`config.mk`:
```
export PLATFORM = sky130hd
export DESIGN_NAME = serial_subtractor
export DESIGN_NICKNAME = d
export VERILOG_FILES = /design/src/rtl/serial_subtractor.sv
export SDC_FILE = /design/constraint.sdc
export NUM_CORES = 1
export LEC_CHECK = 0
export CAP_MARGIN = 20
export CORE_MARGIN = 1
export CORE_UTILIZATION = 46
export DETAILED_ROUTE_END_ITERATION = 8
export PLACE_DENSITY = 0.75
export SYNTH_ARGS = -nofsm -noshare
export SYNTH_HDL_FRONTEND = slang
export SYNTH_SLANG_ARGS = --single-unit
```
`constraint.sdc`:
```
create_clock -name clk -period 1.25 [get_ports clk]
set_input_delay 0.25 -clock clk [delete_from_list [all_inputs] [get_ports clk]]
set_output_delay 0.25 -clock clk [all_outputs]
set_load 0.02 [all_outputs]
```
`src/rtl/serial_subtractor.sv`:
```
// Bit-serial subtractor: one bit per clock, LSB first, WIDTH-cycle RUN phase.
// Optional macro SUB_OVF_EN adds the signed-overflow output OVF.
module serial_subtractor #(
    parameter int WIDTH = 8
) (
    input  logic             clk,
    input  logic             rst,
    input  logic             start,
    input  logic [WIDTH-1:0] A,
    input  logic [WIDTH-1:0] B,
    output logic [WIDTH-1:0] D,
    output logic             Bout,
    output logic             busy,
    output logic             done,
`ifdef SUB_OVF_EN
    output logic             OVF,
`endif
    output logic [1:0]       o_dbg_state
);

    // Handshake: start is a request sampled only in IDLE (A/B captured on that
    // edge); done is a one-cycle pulse and D/Bout are valid from then until the next done.
    localparam logic [1:0] IDLE = 2'd0;
    localparam logic [1:0] RUN  = 2'd1;
    localparam logic [1:0] DONE = 2'd2;

    localparam int CW = (WIDTH > 1) ? $clog2(WIDTH) : 1;
    localparam logic [CW-1:0] CNT_LAST = CW'(WIDTH - 1);

    logic [1:0]       r_state;
    logic [WIDTH-1:0] r_a;
    logic [WIDTH-1:0] r_b;
    logic [WIDTH-2:0] r_res;
    logic             r_br;
    logic [CW-1:0]    r_cnt;
`ifdef SUB_OVF_EN
    logic             r_a_msb;
    logic             r_b_msb;
`endif

    logic             w_a;
    logic             w_b;
    logic             w_d;
    logic             w_br_next;
    logic [WIDTH-1:0] w_res_next;

    assign w_a        = r_a[0];
    assign w_b        = r_b[0];
    assign w_d        = w_a ^ w_b ^ r_br;
    assign w_br_next  = (~w_a & w_b) | (~(w_a ^ w_b) & r_br);
    // New bit enters at the MSB; after WIDTH shifts the word is aligned.
    assign w_res_next = {w_d, r_res};
    assign o_dbg_state = r_state;

    always_ff @(posedge clk) begin
        if (rst) begin
            r_state <= IDLE;
            r_a     <= '0;
            r_b     <= '0;
            r_res   <= '0;
            r_br    <= 1'b0;
            r_cnt   <= '0;
            D       <= '0;
            Bout    <= 1'b0;
            busy    <= 1'b0;
            done    <= 1'b0;
`ifdef SUB_OVF_EN
            r_a_msb <= 1'b0;
            r_b_msb <= 1'b0;
            OVF     <= 1'b0;
`endif
        end else begin
            case (r_state)
                IDLE: begin
                    if (start) begin
                        r_a     <= A;
                        r_b     <= B;
                        r_br    <= 1'b0;
                        r_cnt   <= '0;
                        busy    <= 1'b1;
                        r_state <= RUN;
`ifdef SUB_OVF_EN
                        r_a_msb <= A[WIDTH-1];
                        r_b_msb <= B[WIDTH-1];
`endif
                    end
                end
                RUN: begin
                    r_a   <= r_a >> 1;
                    r_b   <= r_b >> 1;
                    r_res <= w_res_next[WIDTH-1:1];
                    r_br  <= w_br_next;
                    r_cnt <= r_cnt + CW'(1);
                    if (r_cnt == CNT_LAST) begin
                        D       <= w_res_next;
                        Bout    <= w_br_next;
                        busy    <= 1'b0;
                        done    <= 1'b1;
                        r_state <= DONE;
`ifdef SUB_OVF_EN
                        OVF     <= (r_a_msb != r_b_msb) && (w_d != r_a_msb);
`endif
                    end
                end
                DONE: begin
                    done    <= 1'b0;
                    r_state <= IDLE;
                end
                default: begin
                    busy    <= 1'b0;
                    done    <= 1'b0;
                    r_state <= IDLE;
                end
            endcase
        end
    end

endmodule

```
==> key figures, run 1 <==
Critical path
  – Crit Path Category: flop to flop
  – Element type at the critical path end: flop
  – Number of gates on the worst path with buffers counted: 6
  – Path depth of the worst reg2reg path: 6
  – CP Data Arrival Time: 1.48 ns
  – Buffering stage count on the worst path with inverters included: 1
  – CP cell instances: ha_4 > ha_4 > and3b_2 > buf_6 > nand2_1 > a21oi_2
  – Cell with the largest stage delay on the worst path: dfxtp_2
  – Critical Path Start Type: flop
  – Most prevalent standard cell on the critical path: ha_4
  – Required arrival time at the worst endpoint: 1.48 ns
  – Critical path fanouts, max: 7
  – Kind of cell adding the most delay to the critical path: flip-flops
  – Delay of the slowest critical-path stage: 0.35 ns

CTS
  – Clock transition at the register clock pins on the worst setup and hold paths after CTS: 0.10 ns
  – Clock tree from TritonCTS: done
  – Number of buffers inserted by post-CTS setup repair: 0
  – Number of sinks driven by the clock tree: 40
  – Insertion delay of the later-clocked pin in the worst-skew pair: 0.32 ns
  – Clock root buffer: clkbuf_4
  – CTS H-tree depth: 2
  – TritonCTS buffer count: 5
  – Deepest clock path buffer count: 2

Logic synthesis
  – Leading area contributor after synthesis: dfxtp_1
  – Leading post-synthesis cells by cell area: dfxtp_1 (48%), mux2i_1 (8.9%), a211oi_2 (7.5%), nand2_1 (6.7%), a21oi_1 (5.4%)
  – Number of enable-type register cells in the synthesized netlist: 0
  – Gate Count Post-Synth: 181
  – Register area share after synthesis: 47.69%
  – Avg Synthesized Cell Area: 9.277 µm²
  – Number of nets produced by synthesis: 203
  – Flip-flop cell with the highest count after synthesis: dfxtp_1
  – Proportion of register bits with asynchronous set or reset after synthesis: 0%
  – Number of different library cells in the post-synthesis netlist: 26
  – Synthesis warning total: 0
  – Top cell type's share of synthesized area: 47.69%
  – Count of state elements after synthesis: 40
  – Synthesized area: 1679 µm²

Place
  – Placer congestion estimate: 0.7599
  – Count of input and output buffers: 31
  – HPWL reported at the end of detailed placement: around 2300 µm

Finish
  – Leading cell type in the layout, fill and taps excluded: dfxtp_1
  – Fraction of final layout cells with drive strength greater than 1: 33.33%
  – Number of inserted filler cells in the final layout: 271
  – Footprint of the flip-flops and latches: 805.8 µm²
  – Signed area change from the synthesized netlist to the final layout: 39.05%
  – Nets@finish: around 240
  – Multi-input combinational cell area: 884.6 µm²
  – Diode count: 0
  – Commonest cells after routing, fill and taps aside: dfxtp_1 (36), nand2_1 (25), nor2_1 (21)

Die
  – Row cnt: 21
  – Initial core utilization: 49.16%
  – Area enclosed by the die boundary: 3896 µm²
  – Number of primary I/O pins: 32
  – Core region area: 3416 µm²
  – X dimension of the die: about 62 µm
  – Die height: around 62 µm

STA
  – Worst relative slew slack: roughly 80%
  – Number of hold violations in the final report: 0
  – Min Clock Period, post-route: 1.248 ns
  – Setup clock skew after layout: 0.008124 ns
  – Fmax achieved: 801.0 MHz
  – Final critical-path share of the clock period: 99.88%
  – Number of pins exceeding their max-slew limit in the final report: 0
  – # setup viols final: 0
  – Unrepaired setup endpoints after global routing: true
  – Tightest hold margin: roughly 0.46 ns
  – Slew at the pin with the worst max-slew slack: between 0.3 and 0.4 ns

Global routing
  – Sum of overflow across all layers after global routing: 0
  – Vias in the first global route: 1,435
  – Global-route usage over all layers: 19.64%
  – Wire length of the first global-routing pass: 6168 µm
  – Maximum number of pins on one net before global-route repair: 22
  – Antenna violations before repair: 0

Drt
  – DRT iter0 DRCs: 80
  – Post-Route WL: 3577 µm
  – Router iterations before antenna repair: 4
  – Vias per inst: 5.213
  – Detailed-route wire length per cell: 13.35 µm
  – Via count: 1,397
  – Detailed-route DRC error count: 0
  – Antenna viol nets, final: 0

Power and ir drop
  – Leakage Power: 0.8788 nW
  – Peak supply drop: 0.8397 mV
  – Overall power after layout: 2.366 mW
  – Pwr/cell area: 1014 nW/µm²

Run status
  – Result of the run: finished, final reports clean

Min path
  – Hold path depth: 2
  – Worst min path class: flop to flop

Flow run
  – Max-capacitance violation count: 0
-- flip-flops by register name, indices dropped and copies added (netlist names) --
name	count
r_a	8
o_dbg_state	2
r_br	1
r_res	7
D	8
r_b	8
busy	1
Bout	1
done	1
r_cnt	3
-- report_power, final --
group,total [mW],switching (mW),internal [mW],leakage (nW)
registers,1.37,0.0383,1.34,0.329
clock network,0.575,0.368,0.208,0.0281
logic,0.418,0.191,0.226,0.522
-- worst register-to-register path, stage by stage, from the launching register on --
cell and delay [ns]:
dfxtp_2 0.35, ha_4 0.16, ha_4 0.16, and3b_2 0.22, buf_6 0.14, nand2_1 0.08
a21oi_2 0.05
-- kinds of logic after synthesis --
| group | synth area share (%) |
|---|---|
| simple gates | 15.28 |
| flops | 47.69 |
| mux | 8.942 |
| fa+ha+maj | 2.682 |
| compound gates | 19.37 |
| buf+inv | 6.035 |
-- final cells by class --
type	count	share of cell area [%]
Multi-Input combinational cell	122	37.89
Sequential cell	40	34.51
Timing Repair Buffer	49	22.51
Tap cell	46	2.465
Clock buffer	6	1.768
Inverter	4	0.6431
Clock inverter	1	0.2144
-- stage by stage --
stage / instance area, µm² / worst slack, ns / instances / util (%) / setup TNS, ns
finish: 2335 / 0.001528 / 268 / 68.35 / 0
global route: 2335 / -0.04687 / 268 / 68.35 / -0.3084
CTS: 2307 / -0.008885 / 267 / 67.55 / -0.008885
detailed placement: 2166 / -0.2137 / 259 / 63.41 / -3.605
global placement: 2166 / -0.1643 / 259 / 63.41 / -2.636
floorplan: 1689 / 0.002778 / 181 / - / 0
-- timing repair --
item | 4_1_cts | 5_1_grt
resized for setup | 49 | 22
pin swaps | 4 | 17
hold buffers | 0 | 0
endpoints found under the hold margin | 0 | 0
setup endpoints to repair | 43 | 35
cloned | 1 | 1
-- cells in the mapped netlist, types with 2 or more instances --
master    number
buf_6          2
a22oi_1        2
a211oi_2      10
buf_2          6
nor2b_1        2
a211oi_1       6
dfxtp_1       40
a21oi_1       18
o21ai_0        3
ha_1           2
nand3b_1       3
clkbuf_1       4
nand2b_1       2
inv_1          4
mux2i_1       15
nor2_1        22
buf_4          2
nand2_1       30
-- routing by layer --
metal	global-route usage [%]	part of all wire, %	vias up
li1	-	-	696
met3	4.380	3.6	6
met4	8.721	1.3	0
met5	0	0	-
met1	23.46	46	666
met2	33.56	49	29
-- path summary, 6_finish.rpt --
kind,startpoint,to,slack (ns)
setup / recovery,r_cnt[1]$_SDFFE_PP0P_,D[2]$_SDFFE_PP0P_,0.002
hold reg to reg,D[1]$_SDFFE_PP0P_,D[1]$_SDFFE_PP0P_,0.46
setup reg to reg,r_cnt[1]$_SDFFE_PP0P_,D[2]$_SDFFE_PP0P_,0.002
hold / removal,D[1]$_SDFFE_PP0P_,D[1]$_SDFFE_PP0P_,0.46
(Power assumes the default switching activity.)
==> run 2, diff against run 1 <==
CORE_MARGIN = unset   (was 1)
==> results of run 2 <==
No change in the layout: final DEF, timing and power equal those of run 1.
==> run 3, diff against run 2 <==
PLACE_DENSITY = 0.84   (was 0.75)
SLEW_MARGIN = 20   (was unset)
==> run 3 against run 2 <==
  * The run now ends with setup timing left
  * Critical path depth unchanged
  * Count of clock-buffer cells in the layout decreased by 1
  * Global-route usage increased by 1.8 points
  * Clock skew up 0.0079 ns
  * Largest cell class unchanged
==> key figures, run 3 (synthesized netlist as in run 1, its figures left out) <==
Die
  – Row cnt: 21
  – Initial core utilization: 49.16%
  – X dimension of the die: 62.42 µm
  – Core region area: 3416 µm²
  – Area enclosed by the die boundary: between 3000 and 4000 µm²
  – Number of primary I/O pins: 32
  – Die height: 62.42 µm

CTS
  – Clock transition at the register clock pins on the worst setup and hold paths after CTS: about 0.13 ns
  – Number of sinks driven by the clock tree: 40
  – TritonCTS buffer count: 5
  – Deepest clock path buffer count: 2
  – Clock root buffer: clkbuf_4
  – # hold bufs at CTS: 0
  – CTS H-tree depth: 2
  – Clock tree from TritonCTS: done
  – Insertion delay of the later-clocked pin in the worst-skew pair: 0.38 ns

Run status
  – Violations in the final reports: setup timing
  – Result of the run: finished with violations

Power and ir drop
  – Leakage Power: 0.9502 nW
  – Peak supply drop: 0.7471 mV
  – Overall power after layout: around 2.7 mW
  – Pwr/cell area: 1123 nW/µm²

Drt
  – Via count: about 1,500
  – Vias per inst: 5.326
  – Post-Route WL: approximately 4300 µm
  – Antenna viol nets, final: 0
  – Router iterations before antenna repair: 4
  – Detailed-route wire length per cell: approximately 16 µm
  – Detailed-route DRC error count: 0
  – DRT iter0 DRCs: 92

Finish
  – Final non-filler cell total: 273
  – Signed area change from the synthesized netlist to the final layout: 42.70%
  – Fraction of final layout cells with drive strength greater than 1: between 30% and 40%
  – Commonest cells after routing, fill and taps aside: dfxtp_1 (35), nand2_1 (25), nor2_1 (20)
  – Diode count: 0
  – Nets@finish: about 250
  – Largest registers: D: 8 flops, r_a: 8 flops, r_b: 8 flops
  – Leading cell type in the layout, fill and taps excluded: dfxtp_1

Min path
  – Worst min path class: flop to flop

Place
  – Placer congestion estimate: a little under 0.8
  – HPWL reported at the end of detailed placement: 2281 µm
  – Count of input and output buffers: 31
  – Count of placed standard cells including taps: 260
  – Setup slack at placement: -0.2090 ns

STA
  – Setup total negative slack: -0.2885 ns
  – Worst relative slew slack: 78.77%
  – # setup viols final: 8
  – Min Clock Period, post-route: 1.312 ns
  – Setup clock skew after layout: roughly 0.016 ns
  – Fmax achieved: between 700 and 800 MHz
  – Unrepaired setup endpoints after global routing: true
  – Number of pins exceeding their max-slew limit in the final report: 0
  – Slew at the pin with the worst max-slew slack: 0.3185 ns
  – Tightest hold margin: 0.4668 ns
  – Number of hold violations in the final report: 0
  – Fin worst setup slack: -0.06164 ns
  – Final critical-path share of the clock period: 104.9%

Critical path
  – CP Data Arrival Time: 1.61 ns
  – Critical Path Start Type: flop
  – Most prevalent standard cell on the critical path: ha_4
  – Crit Path Category: flop to flop
  – Delay of the slowest critical-path stage: 0.39 ns
  – CP cell instances: ha_4 > ha_4 > and3b_2 > buf_6 > nand2_2 > a21oi_2
  – Element type at the critical path end: flop
  – Buffering stage count on the worst path with inverters included: 1
  – Critical path fanouts, max: 5
  – Cell with the largest stage delay on the worst path: dfxtp_2
  – Kind of cell adding the most delay to the critical path: flip-flops
  – Required arrival time at the worst endpoint: 1.55 ns

Global routing
  – Sum of overflow across all layers after global routing: 0
  – Wire length of the first global-routing pass: roughly 6500 µm
  – Vias in the first global route: 1,446
  – Global-route usage over all layers: 21.48%
  – Maximum number of pins on one net before global-route repair: 17
  – Antenna violations before repair: 0

Flow run
  – Max-capacitance violation count: 0
==> run 3: timing repair <==
| item | 4_1_cts | 5_1_grt |
|---|---|---|
| gates cloned | 2 | 2 |
| endpoints found under the hold margin | 0 | 0 |
| gates resized for setup | 61 | 32 |
| setup buffers | 1 | 1 |
| setup endpoints to repair | 36 | 41 |
| pin swaps | 2 | 7 |
==> run 3: per-stage QoR <==
step | util, % | area, µm²
5_1_grt | 70.15 | 2396
6_report | 70.15 | 2396
2_1_floorplan | - | 1689
3_3_place_gp | 62.89 | 2148
4_1_cts | 68.94 | 2355
3_5_place_dp | 62.89 | 2148
==> run 3: path summary, 6_finish.rpt <==
kind	startpoint	end	slack, ns	cells after the start
max	r_cnt[1]$_SDFFE_PP0P_	D[5]$_SDFFE_PP0P_	-0.06	6
min	D[1]$_SDFFE_PP0P_	D[1]$_SDFFE_PP0P_	0.47	2
max reg2reg	r_cnt[1]$_SDFFE_PP0P_	D[5]$_SDFFE_PP0P_	-0.06	6
min reg2reg	D[1]$_SDFFE_PP0P_	D[1]$_SDFFE_PP0P_	0.47	2
==> run 3: tightest hold or removal path, delay by kind of cell, from the launching register on <==
family | cells | cell delay, ns
DFF | 1 | 0.33
and+or+nand+nor | 1 | 0.05
AOI/OAI and AO/OA | 1 | 0.05
==> run 3: per-layer routing <==
| layer | track usage, % | wire, µm | vias up |
|---|---|---|---|
| met5 | 0 | 0 | - |
| li1 | - | - | 707 |
| met2 | 35.87 | 2093 | 36 |
| met1 | 25.29 | 1834 | 696 |
| met4 | 13.66 | 162 | 0 |
| met3 | 3.832 | 175 | 15 |
==> run 3: report_power, final <==
group	total [mW]	internal, mW	switching [mW]	leakage (nW)
Clock	0.868	0.417	0.451	0.0412
Combinational	0.447	0.238	0.209	0.580
Sequential	1.38	1.34	0.0405	0.329
Total	2.69	1.99	0.701	0.950
==> run 3: layout make-up <==
| type | count | area (µm²) |
|---|---|---|
| inverter | 4 | 15.01 |
| multi-input combinational | 122 | 917.1 |
| timing repair buffer | 53 | 519.2 |
| sequential | 40 | 807.0 |
| tap | 46 | 57.56 |
| fill | 240 | 1020 |
| clock buffer | 5 | 37.54 |
| clock inverter | 3 | 42.54 |
